==> config.mk <==
export PLATFORM = sky130hd
export DESIGN_NAME = uart_tx_fifo
export DESIGN_NICKNAME = d
export VERILOG_FILES = /design/src/rtl/uart_tx_fifo.sv
export SDC_FILE = /design/constraint.sdc
export NUM_CORES = 1
export LEC_CHECK = 0
export ABC_AREA = 0
export BUFFER_PORTS_ARGS = -buffer_cell sky130_fd_sc_hd__buf_2
export CORE_AREA = 5 5 139 141
export DETAILED_ROUTE_END_ITERATION = 7
export DIE_AREA = 0 0 144 146
export GPL_TIMING_DRIVEN = 1
export PLACE_DENSITY = 0.57
export SETUP_SLACK_MARGIN = 0.05
export SLEW_MARGIN = 20
export SYNTH_ARGS = -nofsm -noshare
export SYNTH_HDL_FRONTEND = slang
export SYNTH_SLANG_ARGS = --single-unit
==> constraint.sdc <==
create_clock -name clk_sys -period 3.1 [get_ports clk_sys]
set_input_delay 0.62 -clock clk_sys [delete_from_list [all_inputs] [get_ports clk_sys]]
set_output_delay 0.62 -clock clk_sys [all_outputs]
set_load 0.02 [all_outputs]
==> src/rtl/uart_tx_fifo.sv <==
// uart_tx_fifo: byte FIFO feeding an async serial transmitter (LSB first, idle-high).
// Define UART_TX_PARITY_EN to insert an even-parity bit (8E1); default build sends 8N1.
module uart_tx_fifo #(
  parameter int CLK_HZ     = 24000000,
  parameter int BAUD       = 115200,
  parameter int FIFO_DEPTH = 16
) (
  input  logic       clk_sys,
  input  logic       reset,
  input  logic [7:0] din,
  input  logic       din_we,
  output logic       full,
  output logic       empty,
  output logic       busy,
  output logic       overflow,
  output logic       tx
);

  localparam int              DIV      = (CLK_HZ + BAUD / 2) / BAUD;
  localparam int              AW       = $clog2(FIFO_DEPTH);
  localparam int              CW       = AW + 1;
  localparam logic [15:0]     DIV_LAST = 16'(DIV - 1);
  localparam logic [CW-1:0]   DEPTH_C  = CW'(FIFO_DEPTH);

  typedef enum logic [2:0] {
    IDLE,
    START,
    DATA,
`ifdef UART_TX_PARITY_EN
    PARITY,
`endif
    STOP
  } state_t;

  state_t        state;
  logic [15:0]   div_cnt;
  logic [2:0]    bit_cnt;
  logic [7:0]    shift;
`ifdef UART_TX_PARITY_EN
  logic          parity;
`endif

  logic [7:0]    mem [FIFO_DEPTH];
  logic [AW-1:0] wr_ptr;
  logic [AW-1:0] rd_ptr;
  logic [CW-1:0] count;
  logic [CW-1:0] count_next;
  logic [7:0]    head;
  logic          push;
  logic          pop;
  logic          bit_end;

  assign head    = mem[rd_ptr];
  assign bit_end = (div_cnt == '0);
  assign push    = din_we && !full;
  // A frame pops the head either from idle or at the last cycle of its stop bit.
  assign pop     = !empty && ((state == IDLE) || (state == STOP && bit_end));

  always_comb begin
    // NOTE: default first so every path assigns count_next and no latch is inferred.
    count_next = count;
    if (push && !pop)
      count_next = count + 1'b1;
    else if (pop && !push)
      count_next = count - 1'b1;
  end

  // NOTE: the storage array has no reset; pointers and count alone say which slots are valid.
  always_ff @(posedge clk_sys) begin
    if (push)
      mem[wr_ptr] <= din;
  end

  // NOTE: all state uses non-blocking assignments so every register samples pre-edge values.
  always_ff @(posedge clk_sys) begin
    if (reset) begin
      wr_ptr   <= '0;
      rd_ptr   <= '0;
      count    <= '0;
      full     <= 1'b0;
      empty    <= 1'b1;
      overflow <= 1'b0;
    end else begin
      if (push)
        wr_ptr <= wr_ptr + 1'b1;
      if (pop)
        rd_ptr <= rd_ptr + 1'b1;
      count    <= count_next;
      full     <= (count_next == DEPTH_C);
      empty    <= (count_next == '0);
      overflow <= din_we && full;
    end
  end

  always_ff @(posedge clk_sys) begin
    if (reset) begin
      state   <= IDLE;
      tx      <= 1'b1;
      busy    <= 1'b0;
      div_cnt <= '0;
      bit_cnt <= '0;
      shift   <= '0;
`ifdef UART_TX_PARITY_EN
      parity  <= 1'b0;
`endif
    end else begin
      if (state != IDLE)
        div_cnt <= bit_end ? DIV_LAST : div_cnt - 1'b1;

      case (state)
        IDLE: begin
          if (pop) begin
            shift   <= head;
`ifdef UART_TX_PARITY_EN
            parity  <= ^head;
`endif
            state   <= START;
            tx      <= 1'b0;
            busy    <= 1'b1;
            div_cnt <= DIV_LAST;
          end
        end

        START: begin
          if (bit_end) begin
            state   <= DATA;
            tx      <= shift[0];
            bit_cnt <= '0;
          end
        end

        DATA: begin
          if (bit_end) begin
            if (bit_cnt == 3'd7) begin
`ifdef UART_TX_PARITY_EN
              state <= PARITY;
              tx    <= parity;
`else
              state <= STOP;
              tx    <= 1'b1;
`endif
            end else begin
              // shift[1] is the next bit because the shift lands on this same edge.
              shift   <= shift >> 1;
              tx      <= shift[1];
              bit_cnt <= bit_cnt + 1'b1;
            end
          end
        end

`ifdef UART_TX_PARITY_EN
        PARITY: begin
          if (bit_end) begin
            state <= STOP;
            tx    <= 1'b1;
          end
        end
`endif

        STOP: begin
          if (bit_end) begin
            if (pop) begin
              shift  <= head;
`ifdef UART_TX_PARITY_EN
              parity <= ^head;
`endif
              state  <= START;
              tx     <= 1'b0;
            end else begin
              state  <= IDLE;
              busy   <= 1'b0;
            end
          end
        end

        default: begin
          state <= IDLE;
          tx    <= 1'b1;
          busy  <= 1'b0;
        end
      endcase
    end
  end

endmodule

# After elaboration in Yosys (flattened, before gate mapping)
# Memory sizes are Yosys's and may differ from the RTL's. A register that Yosys moved wholly into a read port is not among the register bits.
# Cells that the tools add are included.
# totals
rom_bits	0
mem_count	1
output_inout_bits	5
register_bits	48
ramBits	128
elab_cells	91
latchBits	0
# memory_table
memory	words	width	rd	rd_clocked_by_memory_dff	write_ports	line	source
mem	16	8	1	1	1	43	logic [7:0] mem [FIFO_DEPTH];
# op_classes
muxes	36
shift	0
mul	0
n_lt_le_gt_ge	0
reduce_logical	23
bitwise_logic	1
div_mod_pow	0
eq_ne	12
addsub	6
# op_table
op	count
two-way mux 16 bit	4
two-way mux 8 bit	4
two-way mux 3 bit	8
one-hot mux 8 bit (3 select lines)	1
zero test 16 bit	1
subtractor 16 x 1 -> 16 bit, second input constant	1
!= test 2 bit, second input constant	7
one-hot mux 3 bit (4 select lines)	1
AND reduction 4 bit	3
two-way mux 1 bit	11
two-way mux 5 bit	2
adder 4 x 1 -> 4 bit, second input constant	2
two-way mux 4 bit	2
== test 3 x 2 -> 1 bit, second input constant	2
logical AND 1 bit	6
one-hot mux 3 bit (2 select lines)	1
nonzero test 3 bit	2
adder 5 x 1 -> 5 bit, second input constant	1
== test 5 bit, second input constant	1
zero test 5 bit	1
AND reduction 5 bit	1
subtractor 5 x 1 -> 5 bit, second input constant	1
zero test 1 bit	4
one-hot mux 1 bit (4 select lines)	1
10 further kinds	10

# Longest topological paths before layout
# Gate-level depths: netlist of run 1.
# logic_depth
depth_word	8
mapped_depth	10

# Worst setup path after synthesis of run 1
# Ideal clock, no wire load.
# synth_timing
path_type	input port to flip-flop
start	in din_we
end	mem mem[3][0] (enable)
n_path_buf	1
arrival_time_ps	1901
stages	4
path_slack_ps	816
t_required_ps	2717
path_cell_list	nor2b_1 -> buf_1 -> nand2_1 -> nor3_1
# synth_between
elab_chain_len	3
# synth_lines
item	line	source
start, declared	11	input logic din_we,
logical AND 1 bit	55	assign push = din_we && !full;
two-way mux 1 bit	70	if (push)
two-way mux 1 bit (not written as such)	71	mem[wr_ptr] <= din;
end, declared	43	
# No other way between the ends.

# Worst setup path after layout of run 1
# layout_timing
start	reg div_cnt[9]
end	reg full
# layout_between
elab_chain_len	8
word_cells_on_any_way	10
cone_classes	eq/ne: 1; mux: 2; reduce/logical: 7
# layout_lines
item	line	source
start, declared	36	logic [15:0] div_cnt;
start signal, assigned	108	div_cnt <= bit_end ? DIV_LAST : div_cnt - 1'b1;
zero test 16 bit *	54	assign bit_end = (div_cnt == '0);
logical AND 1 bit *	57	assign pop = !empty && ((state == IDLE) || (state == STOP && bit_end));
logical OR 1 bit *	57	
logical AND 1 bit *	57	
logical AND 1 bit or zero test 1 bit (tied branches)	64, 62	
two-way mux 5 bit or logical AND 1 bit (tied branches)	64, 62	
two-way mux 5 bit *	62	if (push && !pop)
== test 5 bit *	89	full <= (count_next == DEPTH_C);
end signal, assigned	89	
end, declared	12	output logic full,
# Mark *: on every way between the ends. The rest lies on a longest branch, timed or not.
# A chain may end at the register's enable or synchronous reset.

==> run_results.csv, run 1 <==
group,metric,value,unit
outcome,status,"finished clean",
timing,hold_violations,0,
floorplan,dieArea,21000,µm²
detailed_routing,drtIter0Drc,286,
synthesis,async_flop_share,0,%
timing,worstMarginPinSlew,0.686,ns
cells_and_area,stdcell_area,8580,µm²
synthesis,avgSynthCellArea,14.6,µm²
timing,skew,0.00781,ns
setup_path,critPathMaxStageDelay,0.50,ns
setup_path,critPathBufInv,0,
clocking,cts_hold_buf,0,
setup_path,crit_path_start_kind,"register",
setup_path,crit_path_end_kind,"register",
clocking,clk_latency,0.42,ns
synthesis,synth-edff-count,128,
clocking,cts_tree,"built",
synthesis,synth_area_leaders,"edfxtp_1 51%, dfxtp_1 14%, mux4_2 12%",
setup_path,rr_endpoint,"full",
clocking,post_cts_resized,0,
hold_path,hold_depth,2,
grt,grt_overflow_total,0,
setup_path,cp_data_required_time,3.42,ns
run,drv_cap,0,
setup_path,path_max_fanout,10,
floorplan,rows,49,
detailed_routing,viasPerCell,5.54,
synthesis,synth_common_cells,"128 x edfxtp_1, 51 x dfxtp_1, 41 x nor2_1",
synthesis,synth_cells,516,
detailed_routing,first_pass_iters,4,
timing,slew_viol_final,0,
grt,grt_max_degree,27,
floorplan,io_pins,16,
setup_path,critPathKind,"register to register",
floorplan,fp.dieH,146,µm
synthesis,synth_top_flop_cell,"edfxtp_1",
timing,tns,0,ns
clocking,cts_sinks,179,
place,port_buffers,15,
detailed_routing,drc_errors,0,
synthesis,post-synth-top-count-cell,"edfxtp_1",
setup_path,r2r_cells,7,
synthesis,yosys.area.top_type_share,50.9,%
clocking,postCtsSetupBuffers,0,
setup_path,slowest_stage,"nor4_1",
floorplan,die_w,144,µm
synthesis,synth_largest_area_cell,"edfxtp_1",
timing,relSlewSlack,54.3,%
hold_path,worstHoldPathType,"register to register",
clocking,clock_path_buffers,2,
setup_path,r2r-start,"div_cnt[9]",
grt,grt_pass1_wl,24300,µm
hold_path,worst_hold_path.endpoint,"bit_cnt[1]",
floorplan,start_util,42.3,%
place,place_hpwl,10100,µm
timing,finalSetupViolations,0,
synthesis,yosysUniqueCellTypes,56,
place,place_area,7970,µm²
detailed_routing,dr_total_vias,4342,
place,gp_congestion,0.835,
clocking,htreeDepth,4,
cells_and_area,fin_nets,568,
clocking,clk_pin_slew_worst_paths,0.07,ns
setup_path,cp_cell_sequence,"nor4_1, nand4_2, o21ai_2, mux2i_1, xor2_1, nand2_1, nor4_1",
synthesis,syn-cell-area,7550,µm²
setup_path,cp_top_family,"simple AND/OR/NAND/NOR gates",
timing,fin_ws,0.479,ns
synthesis,synth_fp_nets,542,
cells_and_area,drive_gt1_share,22.0,%
timing,period_share,84.6,%
floorplan,core_area,17800,µm²
detailed_routing,wl,14900,µm
grt,antenna_found_initial,0,
timing,fin_crit,2.62,ns
detailed_routing,ant_nets,0,
grt,grt_usage,15.2,%
detailed_routing,wl_per_cell,19.1,µm
clocking,cts-root-buf,"clkbuf_16",
place,pre_cts_slack,0.501,ns
setup_path,cp_common_cell,"nor4_1",
power_and_ir_drop,p_per_area,867,nW/µm²
hold_path,min_from,"bit_cnt[1]",
timing,rsz0062_at_grt,"false",
power_and_ir_drop,p_leak,2.87,nW
cells_and_area,diodes,0,
power_and_ir_drop,peakVddDrop,0.553,mV
clocking,cts_buffers,17,
setup_path,crit_arrival,2.94,ns
timing,clock.fmax,381,MHz
setup_path,r2r_slack,0.48,ns
synthesis,ys_warn_count,0,
cells_and_area,area_growth_syn_to_layout,13.6,%
synthesis,seq_area_frac_synth,64.4,%
synthesis,ys_ff_latch,179,
grt,grt_pass1_vias,4353,
cells_and_area,fillers,1500,
==> metrics by stage <==
stage	util, %	hold slack (ns)	power, mW	cells
after floorplan	-	0.436	4.78	516
after global placement	44.7	0.447	5.26	752
after detailed placement	44.7	0.468	5.33	752
after CTS	48.1	0.464	7.52	784
after global routing	48.1	0.487	7.89	784
final	48.1	0.473	7.44	784
==> flip-flops by register name, summed over array words and instances, names as in the netlist, 2 cells and up, named ones only <==
signal / cells
mem: 128
wr_ptr: 4
state: 2
div_cnt: 16
bit_cnt: 3
count: 5
rd_ptr: 4
shift: 8
==> worst max path at each step <==
stage | endpoint | from | cells after the start
after floorplan | mem[3][0] | din_we | 4
after global placement | full | div_cnt[9] | 7
after detailed placement | full | div_cnt[9] | 7
after CTS | full | div_cnt[9] | 7
after global routing | full | div_cnt[9] | 7
final | full | div_cnt[9] | 7
==> layout make-up <==
type                    count  area, µm²  area share [%]
flip-flops and latches    179       4870            56.7
multi-input cells         289       2490            29.0
clock buffers              17        425            4.96
well taps                 229        287            3.34
repair buffers             37        265            3.09
clock inverters            15        179            2.09
inverters                  18       67.6           0.788
==> where the power goes <==
| part | internal (mW) | leakage (nW) | total (mW) | switching, mW |
|---|---|---|---|---|
| Clock | 1.28 | 0.290 | 2.18 | 0.905 |
| Combinational | 0.982 | 1.01 | 2.23 | 1.24 |
| Sequential | 2.79 | 1.57 | 3.03 | 0.245 |
| Total | 5.04 | 2.87 | 7.44 | 2.39 |
==> cell families (layout without fill, tap and decap cells) <==
group | Yosys count | count (layout) | share of synthesized area, %
compound gates | 77 | 77 | 6.81
simple gates | 139 | 139 | 9.73
xor+xnor | 13 | 13 | 1.51
flops | 179 | 179 | 64.4
buf+inv | 48 | 87 | 2.62
mux | 45 | 45 | 12.4
fa+ha+maj | 15 | 15 | 2.49
==> layout by cell type, fill, tap and decap left out, drive strengths merged, types with 7 or more instances in the layout <==
cell type and n:
nand2b 7, nor2 44, inv 22, ha 15
a21oi 25, mux4 39, dfxtp 51, clkbuf 17
nor4 7, nor3 20, nand4 7, xor2 7
buf 37, nand2 32, o21ai 20, edfxtp 128
==> per-layer routing <==
| layer | GRT usage (%) | part of all wire, % |
|---|---|---|
| met1 | 21.0 | 46 |
| met2 | 24.2 | 50 |
| met3 | 3.29 | 3.1 |
| met4 | 4.33 | 1.1 |
| met5 | 0 | 0 |
==> worst register-to-register path, cell delays in order (launching register included) <==
cell and delay (ns):
dfxtp_1 0.34, nor4_1 0.50, nand4_2 0.36, o21ai_2 0.47, mux2i_1 0.27, xor2_1 0.23
nand2_1 0.10, nor4_1 0.24
Note: power is estimated with default switching activity, not from simulation.
==> run 2, diff against run 1 <==
clock period = 2.55 ns   (was 3.1 ns; I/O delays follow)
==> run 2 against run 1 <==
Compared with the run above:
- critical path depth stayed put
- non-clock buffer count is 8 higher
- clock power is 28% higher
- routed wire length is 0.11% higher
- utilization is 0.57 points higher
- global-route usage is 0.12 points lower
- critical path type unchanged
==> run_results.csv, run 2 (same netlist as run 1, synthesis figures left out) <==
group,metric,value,unit
outcome,status,"finished clean",
grt,grt_usage,15.0,%
timing,clock.fmax,429,MHz
setup_path,critPathMaxStageDelay,0.54,ns
clocking,cts_tree,"built",
clocking,clk_pin_slew_worst_paths,0.07,ns
grt,grt_overflow_total,0,
detailed_routing,first_pass_iters,4,
setup_path,cp_cell_sequence,"or4_1, or3_4, nor4_4, buf_4, nor2_1, nor3_2, a22o_1",
clocking,cts-root-buf,"clkbuf_16",
cells_and_area,top_register,"mem",
timing,rsz0062_at_grt,"false",
detailed_routing,viasPerCell,5.38,
clocking,cts_buffers,17,
clocking,post_cts_resized,0,
place,port_buffers,15,
clocking,cts_hold_buf,0,
setup_path,cp_data_required_time,2.91,ns
grt,grt_max_degree,33,
cells_and_area,fin_util,48.7,%
power_and_ir_drop,peakVddDrop,0.736,mV
cells_and_area,stdcell_area,8680,µm²
cells_and_area,largest_reg_flops,128,
place,place_area,8050,µm²
setup_path,crit_path_start_kind,"register",
clocking,clk_latency,0.43,ns
floorplan,fp.dieH,146,µm
hold_path,worstHoldPathType,"input pin to register",
clocking,clock_path_buffers,2,
detailed_routing,wl_per_cell,18.9,µm
floorplan,rows,49,
floorplan,die_w,144,µm
detailed_routing,dr_total_vias,4258,
detailed_routing,wl,15000,µm
clocking,htreeDepth,4,
cells_and_area,fin_nets,576,
power_and_ir_drop,p_per_area,1070,nW/µm²
clocking,postCtsSetupBuffers,0,
detailed_routing,drtIter0Drc,259,
cells_and_area,diodes,0,
timing,period_share,91.4,%
cells_and_area,final_cell_mix,"128 x edfxtp_1, 50 x dfxtp_1, 41 x nor2_1",
cells_and_area,fillers,1511,
timing,finalSetupViolations,0,
grt,grt_pass1_vias,4348,
timing,relSlewSlack,53.3,%
timing,skew,0.0118,ns
floorplan,core_area,17800,µm²
floorplan,start_util,42.3,%
setup_path,critPathKind,"register to register",
place,gp_congestion,0.784,
setup_path,path_max_fanout,6,
cells_and_area,drive_gt1_share,23.4,%
floorplan,dieArea,21000,µm²
setup_path,crit_arrival,2.69,ns
cells_and_area,layout_commonest_cell,"edfxtp_1",
detailed_routing,ant_nets,0,
setup_path,crit_path_end_kind,"register",
floorplan,io_pins,16,
grt,grt_pass1_wl,24000,µm
place,place_hpwl,10200,µm
cells_and_area,reg_top3,"mem: 128 flops, div_cnt: 16 flops, shift: 8 flops",
clocking,cts_sinks,179,
setup_path,critPathBufInv,1,
grt,antenna_found_initial,0,
place,pre_cts_slack,0.222,ns
power_and_ir_drop,p_leak,2.94,nW
setup_path,slowest_stage,"or4_1",
timing,hold_violations,0,
detailed_routing,drc_errors,0,
run,drv_cap,0,
timing,fin_crit,2.33,ns
timing,worstMarginPinSlew,0.700,ns
setup_path,cp_top_family,"simple AND/OR/NAND/NOR gates",
timing,slew_viol_final,0,
timing,fin_ws,0.221,ns
cells_and_area,area_growth_syn_to_layout,14.9,%
timing,tns,0,ns
run 2: where the power goes:
part           switching (mW)  internal, mW  leakage, nW
Sequential              0.264          3.39         1.57
Combinational            1.56          1.28         1.05
Clock                    1.19          1.59        0.313
Total                    3.01          6.26         2.94
run 2: per-layer routing:
metal / GRT usage, % / vias up / wire length, µm
met5: 0 / - / 0
met4: 3.53 / 0 / 168
met3: 3.65 / 10 / 460
met2: 25.0 / 59 / 7480
met1: 20.0 / 2142 / 6850
li1: - / 2047 / -
run 2: worst paths after layout:
path | to | from | depth (start not counted) | slack, ns
worst max-delay path | shift[6] | div_cnt[9] | 7 | 0.22
worst min register to register | bit_cnt[1] | bit_cnt[1] | 2 | 0.46
worst min-delay path | overflow | din_we | 2 | 0.35
worst max register to register | shift[6] | div_cnt[9] | 7 | 0.22
run 2: final cells by class:
class	count	area (µm²)	share of cell area, %
Sequential cell	179	4870	56.1
Tap cell	229	287	3.30
Multi-Input combinational cell	289	2490	28.7
Inverter	18	67.6	0.778
Timing Repair Buffer	45	338	3.89
Clock inverter	15	208	2.39
Clock buffer	17	425	4.90
run 2: through the flow:
stage / cells / total power, mW / hold WS, ns
after global placement: 760 / 6.50 / 0.448
final: 792 / 9.27 / 0.348
after CTS: 792 / 9.37 / 0.329
after detailed placement: 760 / 6.57 / 0.459
after global routing: 792 / 9.82 / 0.355
after floorplan: 516 / 5.81 / 0.436
